`config.mk`:
```
export PLATFORM = sky130hd
export DESIGN_NAME = ssd_mux_ctrl
export DESIGN_NICKNAME = d
export VERILOG_FILES = /design/src/rtl/ssd_mux_ctrl.sv
export SDC_FILE = /design/constraint.sdc
export NUM_CORES = 1
export LEC_CHECK = 0
export BUFFER_PORTS_ARGS = -buffer_cell sky130_fd_sc_hd__buf_2
export CORE_AREA = 5 5 75 77
export CTS_CLUSTER_SIZE = 30
export DETAILED_ROUTE_END_ITERATION = 8
export DIE_AREA = 0 0 80 82
export GPL_TIMING_DRIVEN = 0
export MAX_ROUTING_LAYER = met4
export PLACE_DENSITY = 0.77
export SETUP_SLACK_MARGIN = 0.4
export SLEW_MARGIN = 25
export SYNTH_ARGS = -nofsm -noshare
export SYNTH_HDL_FRONTEND = slang
export SYNTH_SLANG_ARGS = --single-unit
```
`constraint.sdc`:
```
create_clock -name clk -period 2.6 [get_ports clk]
set_input_delay 0.13 -clock clk [delete_from_list [all_inputs] [get_ports clk]]
set_output_delay 0.13 -clock clk [all_outputs]
set_load 0.05 [all_outputs]
```
`src/rtl/ssd_mux_ctrl.sv`:
```
// Time-multiplexed seven-segment display driver.
// Holds a shadow copy of the digit values and the dp/blank masks, and scans one
// digit per slot. Each slot opens with a dead time in which all anodes are off.
// Optional leading-zero suppression is applied. All pins come straight from flops.
module ssd_mux_ctrl #(
    parameter int N_DIGITS       = 4,
    parameter int REFRESH_DIV    = 50000,
    parameter int DEAD_CYCLES    = 8,
    parameter int SEG_ACTIVE_LOW = 1,
    parameter int AN_ACTIVE_LOW  = 1,
    localparam int IDX_W         = (N_DIGITS > 1) ? $clog2(N_DIGITS) : 1
) (
    input  logic                  clk,
    input  logic                  rst,
    input  logic                  enable_i,
    input  logic                  load_i,
    input  logic [4*N_DIGITS-1:0] value_i,
    input  logic [N_DIGITS-1:0]   dp_i,
    input  logic [N_DIGITS-1:0]   blank_i,
    input  logic                  lz_en_i,
    output logic [6:0]            seg_o,
    output logic                  dp_o,
    output logic [N_DIGITS-1:0]   an_o,
    output logic [IDX_W-1:0]      digit_idx_o
);

    localparam int CNT_W = $clog2(REFRESH_DIV);
    localparam logic [CNT_W-1:0] CNT_LAST = CNT_W'(REFRESH_DIV - 1);
    localparam logic [CNT_W-1:0] DEAD     = CNT_W'(DEAD_CYCLES);
    localparam logic [IDX_W-1:0] IDX_LAST = IDX_W'(N_DIGITS - 1);
    localparam logic [6:0] SEG_OFF = (SEG_ACTIVE_LOW != 0) ? 7'h7F : 7'h00;
    localparam logic DP_OFF = (SEG_ACTIVE_LOW != 0) ? 1'b1 : 1'b0;
    localparam logic [N_DIGITS-1:0] AN_OFF = (AN_ACTIVE_LOW != 0) ? {N_DIGITS{1'b1}} : '0;

    logic [4*N_DIGITS-1:0] val_q;
    logic [N_DIGITS-1:0]   dpm_q;
    logic [N_DIGITS-1:0]   blank_q;
    logic [CNT_W-1:0]      cnt_q, cnt_d;
    logic [IDX_W-1:0]      idx_q, idx_d;
    logic [6:0]            seg_q, seg_d;
    logic                  dp_q, dp_d;
    logic [N_DIGITS-1:0]   an_q, an_d;
    logic [IDX_W-1:0]      idx_out_q;

    logic [3:0]            nib;
    logic                  blank_sel, dp_sel, lz_sel, blanked;
    logic [N_DIGITS-1:0]   lz_mask;
    logic                  lz_run;
    logic [6:0]            seg_raw, seg_act;
    logic [N_DIGITS-1:0]   an_hot;

    // Slot counter and digit index advance only while scanning is enabled
    always_comb begin
        cnt_d = cnt_q;
        idx_d = idx_q;
        if (enable_i) begin
            if (cnt_q == CNT_LAST) begin
                cnt_d = '0;
                idx_d = (idx_q == IDX_LAST) ? '0 : idx_q + 1'b1;
            end else begin
                cnt_d = cnt_q + 1'b1;
            end
        end
    end

    // Select the current digit, work out blanking, and decode it into pin levels
    always_comb begin
        nib       = '0;
        blank_sel = 1'b0;
        dp_sel    = 1'b0;
        lz_sel    = 1'b0;
        an_hot    = '0;
        lz_mask   = '0;
        lz_run    = 1'b1;
        // lz_mask[k] is set when nibbles k..N_DIGITS-1 are all zero
        for (int unsigned i = 0; i < N_DIGITS; i++) begin
            lz_run = lz_run & (val_q[4*(N_DIGITS-1-i) +: 4] == 4'h0);
            lz_mask[N_DIGITS-1-i] = lz_run;
        end
        for (int unsigned i = 0; i < N_DIGITS; i++) begin
            if (idx_q == IDX_W'(i)) begin
                nib       = val_q[4*i +: 4];
                blank_sel = blank_q[i];
                dp_sel    = dpm_q[i];
                lz_sel    = lz_mask[i];
                an_hot[i] = 1'b1;
            end
        end
        blanked = blank_sel | (lz_en_i & lz_sel & (idx_q != '0));

        case (nib)
            4'h0: seg_raw = 7'h7E;
            4'h1: seg_raw = 7'h30;
            4'h2: seg_raw = 7'h6D;
            4'h3: seg_raw = 7'h79;
            4'h4: seg_raw = 7'h33;
            4'h5: seg_raw = 7'h5B;
            4'h6: seg_raw = 7'h5F;
            4'h7: seg_raw = 7'h70;
            4'h8: seg_raw = 7'h7F;
            4'h9: seg_raw = 7'h7B;
            4'hA: seg_raw = 7'h77;
            4'hB: seg_raw = 7'h1F;
            4'hC: seg_raw = 7'h4E;
            4'hD: seg_raw = 7'h3D;
            4'hE: seg_raw = 7'h4F;
            default: seg_raw = 7'h47;
        endcase
        seg_act = blanked ? 7'h00 : seg_raw;

        seg_d = SEG_OFF;
        dp_d  = DP_OFF;
        an_d  = AN_OFF;
        if (enable_i) begin
            seg_d = (SEG_ACTIVE_LOW != 0) ? ~seg_act : seg_act;
            dp_d  = (SEG_ACTIVE_LOW != 0) ? ~(dp_sel & ~blanked) : (dp_sel & ~blanked);
            if (cnt_q >= DEAD) begin
                an_d = (AN_ACTIVE_LOW != 0) ? ~an_hot : an_hot;
            end
        end
    end

    // Shadow register, scan state and registered pin drivers
    always_ff @(posedge clk) begin
        if (rst) begin
            val_q     <= '0;
            dpm_q     <= '0;
            blank_q   <= '0;
            cnt_q     <= '0;
            idx_q     <= '0;
            seg_q     <= SEG_OFF;
            dp_q      <= DP_OFF;
            an_q      <= AN_OFF;
            idx_out_q <= '0;
        end else begin
            cnt_q     <= cnt_d;
            idx_q     <= idx_d;
            seg_q     <= seg_d;
            dp_q      <= dp_d;
            an_q      <= an_d;
            idx_out_q <= idx_q;
            if (load_i) begin
                val_q   <= value_i;
                dpm_q   <= dp_i;
                blank_q <= blank_i;
            end
        end
    end

    assign seg_o       = seg_q;
    assign dp_o        = dp_q;
    assign an_o        = an_q;
    assign digit_idx_o = idx_out_q;

endmodule

```
==> impl_metrics.csv <==
group,metric,value,unit
run_status,status,"finished clean",
layout,stdcell_area,3252,sq um
worst_hold_path,holdCritStartpoint,"blank_i[1]",
critical_path,worst_ep_arrival_time,2330,ps
sta,fmax,473.2,MHz
synth,yosys.area.top_type_share,0.4312,
worst_hold_path,hold_class,"input port to flip-flop",
pwr,pwr-share-seq,0.533,
placed_design,port_buffers,40,
layout,nNetsFinal,379,
drt,antenna_left,0,
pwr,ir_drop,0.3104,mV
critical_path,start_kind,"flip-flop",
floorplanning,rows,26,
worst_hold_path,hold-path-cell-count,3,
sta,fin_crit_sh,0.8128,
layout,n_antenna_cell,0,
clock_network,holdBufCountCts,0,
drt,wire_per_inst,13.52,microns
layout,fillers,405,
synth,ys.flop_type,"dfxtp_1",
pwr,pwr_density_cell,526.1,nW/um^2
layout,layout-drive-gt1-share,0.2950,
clock_network,clock_sinks,56,
synth,yosysTopAreaCell,"dfxtp_1",
synth,syn-cell-area,2600,sq um
drt,drt-pass1-iter-count,4,
synth,syn_nets,324,
sta,setup-violations-final,0,
critical_path,reg2reg_from,"idx_q[0]",
critical_path,r2r_setup_slack,490,ps
placed_design,place_area,2904,sq um
floorplanning,core,4945,sq um
critical_path,cp_data_required_time,2810,ps
sta,fin_tns_setup,0,ps
critical_path,critical_path_class,"flip-flop to flip-flop",
drt,via_per_inst,5.161,
sta,rsz0062_at_grt,"false",
synth,avgSynthCellArea,9.187,sq um
floorplanning,io_pins,43,
critical_path,cp_max_fo,10,
synth,synth_most_common_cell,"dfxtp_1",
grt,grt_pass1_vias,1966,
grt,grt-ovfl-total,0,
drt,wl,5530,microns
grt,gr-usage-all-layers,0.1784,
pwr,switching_share,0.2452,
floorplanning,die_w,80,microns
sta,fin_worst_skew,11.25,ps
critical_path,r2r.worst_path.cells,9,
pwr,power,1.711,mW
clock_network,cts_buffer_depth,2,
clock_network,root_buffer,"clkbuf_8",
pwr,power.switching,419.5,uW
floorplanning,dieHeight,82,microns
critical_path,endpoint_kind,"flip-flop",
layout,area_delta_synth_final,25.07,%
synth,yosys-top-cells-area,"dfxtp_1, mux2i_1, nor2_1",
grt,antenna_found_initial,0,
synth,synth_edf_count,0,
sta,slew_headroom,0.6775,
drt,num_vias,2111,
clock_network,cts_tree,"done",
clock_network,cts_max_level,2,
grt,grt_pass1_wl,8914,microns
worst_hold_path,min_to,"blank_q[1]",
synth,ys_types,44,
synth,synth-seq-area-share,0.4312,
clock_network,clock_latency,310,ps
sta,timing.final.hold_violations,0,
synth,synth_seq_cells,56,
pwr,combPwrFrac,0.117,
synth,async_flop_share,0,
drt,drt_drc_violations_left,0,
placed_design,hpwl,3828,microns
floorplanning,initial_core_util,0.5258,
synth,syn_inst,283,
floorplanning,die_area,6560,sq um
clock_network,cts_made_buffers,5,
critical_path,timing.rr.end,"seg_o[0]",
sta,period_minus_slack,2113,ps
layout,stdcell_count,409,
pwr,p_int,1.291,mW
sta,drv_slew,0,
pwr,clkPwrFrac,0.350,
clock_network,path_clk_slew,100,ps
pwr,p_leak,1.320,nW
sta,worst_pin_slew,480.1,ps
placed_design,placed_cells,393,
grt,grt_max_degree,18,
synth,synthTopCellsByCount,"dfxtp_1, nor2_1, mux2i_1",
synth,yosys_warnings,0,
flow_run,cap_violations,0,
placed_design,gp_congestion,0.8727,
drt,drt-initial-drc-count,106,
[flip-flops by register name, summed over array words and instances, names as in the netlist]
signal,flops
dp_o,1
seg_o,7
blank_q,4
digit_idx_o,2
idx_q,2
val_q,16
dpm_q,4
cnt_q,16
an_o,4
[through the flow]
step,setup WS [ps],utilization,hold slack (ps)
after floorplan,406.0,-,277.2
after global placement,158.1,0.5873,362.4
after detailed placement,118.5,0.5873,372.7
after CTS,416.6,0.6265,39.57
after global routing,382.7,0.6576,36.40
final,486.8,0.6576,45.34
[final cells by class]
class                      instances  area [sq um]  share of cell area
clock buffer                       6         82.58             0.02539
timing repair buffer              48         264.0             0.08118
buffer                            16         121.4             0.03732
inverter                          11         43.79             0.01347
tap                               70         87.58             0.02693
sequential                        56          1126              0.3463
clock inverter                     2         38.79             0.01193
multi-input combinational        200          1488              0.4575
[metal layers]
metal | track usage | share of wire
met2 | 0.3063 | 0.51
met4 | 0.07095 | 0.023
met5 | - | 0
met3 | 0.03838 | 0.045
met1 | 0.2033 | 0.42
[worst max-delay path by stage]
stage,start,endpoint,slack [ps],depth (start not counted)
after CTS,idx_q[0],seg_o[0],420,11
after detailed placement,idx_q[0],seg_o[0],120,10
after global placement,idx_q[0],seg_o[0],160,10
final,idx_q[0],seg_o[0],490,9
after global routing,idx_q[0],seg_o[3],380,9
after floorplan,idx_q[1],seg_o[0],410,10
[power by group through the flow]
stage | Sequential [mW] | Combinational, mW | Clock, mW
floorplan | 0.951 | 0.107 | 0
global placement | 0.930 | 0.178 | 0
detailed placement | 0.931 | 0.182 | 0
CTS | 0.911 | 0.191 | 0.613
global route | 0.915 | 0.220 | 0.650
finish | 0.911 | 0.201 | 0.599
[cells in the final DEF, fill, tap and decap left out, types with 7 or more instances in the layout]
cell type  synthesis  routed
inv_1             11       7
xor2_1             9       9
buf_4              2      10
mux2i_1           28      28
nand2_1           25      25
nor2_1            46      46
dfxtp_1           56      54
a21oi_1            8       7
buf_2              8      43
[kinds of logic (layout without fill, tap and decap cells)]
kind of cell | Yosys count | after routing | synth area share
AND/OR/NAND/NOR | 114 | 114 | 0.2180
flip-flops | 56 | 56 | 0.4312
multiplexers | 31 | 31 | 0.1208
AO/OA/AOI/OAI | 28 | 28 | 0.07507
buffers and inverters | 27 | 83 | 0.04668
XOR/XNOR | 15 | 15 | 0.05053
adder cells (fa/ha/maj) | 12 | 12 | 0.05775
[critical path, cell delays in order, from the launching register on]
cell,delay [ps]
dfxtp_4,380
ha_1,220
buf_6,150
buf_8,150
a221oi_4,340
inv_2,130
ha_4,180
mux2_4,260
a22oi_2,150
nand2_1,60
[timing repair]
| item | CTS | global route |
|---|---|---|
| cloned | 0 | 0 |
| pin swaps | 2 | 8 |
| gates resized for setup | 11 | 32 |
| setup buffers | 5 | 3 |
| setup endpoints to repair | 7 | 6 |
Note: power is estimated with default switching activity, not from simulation.
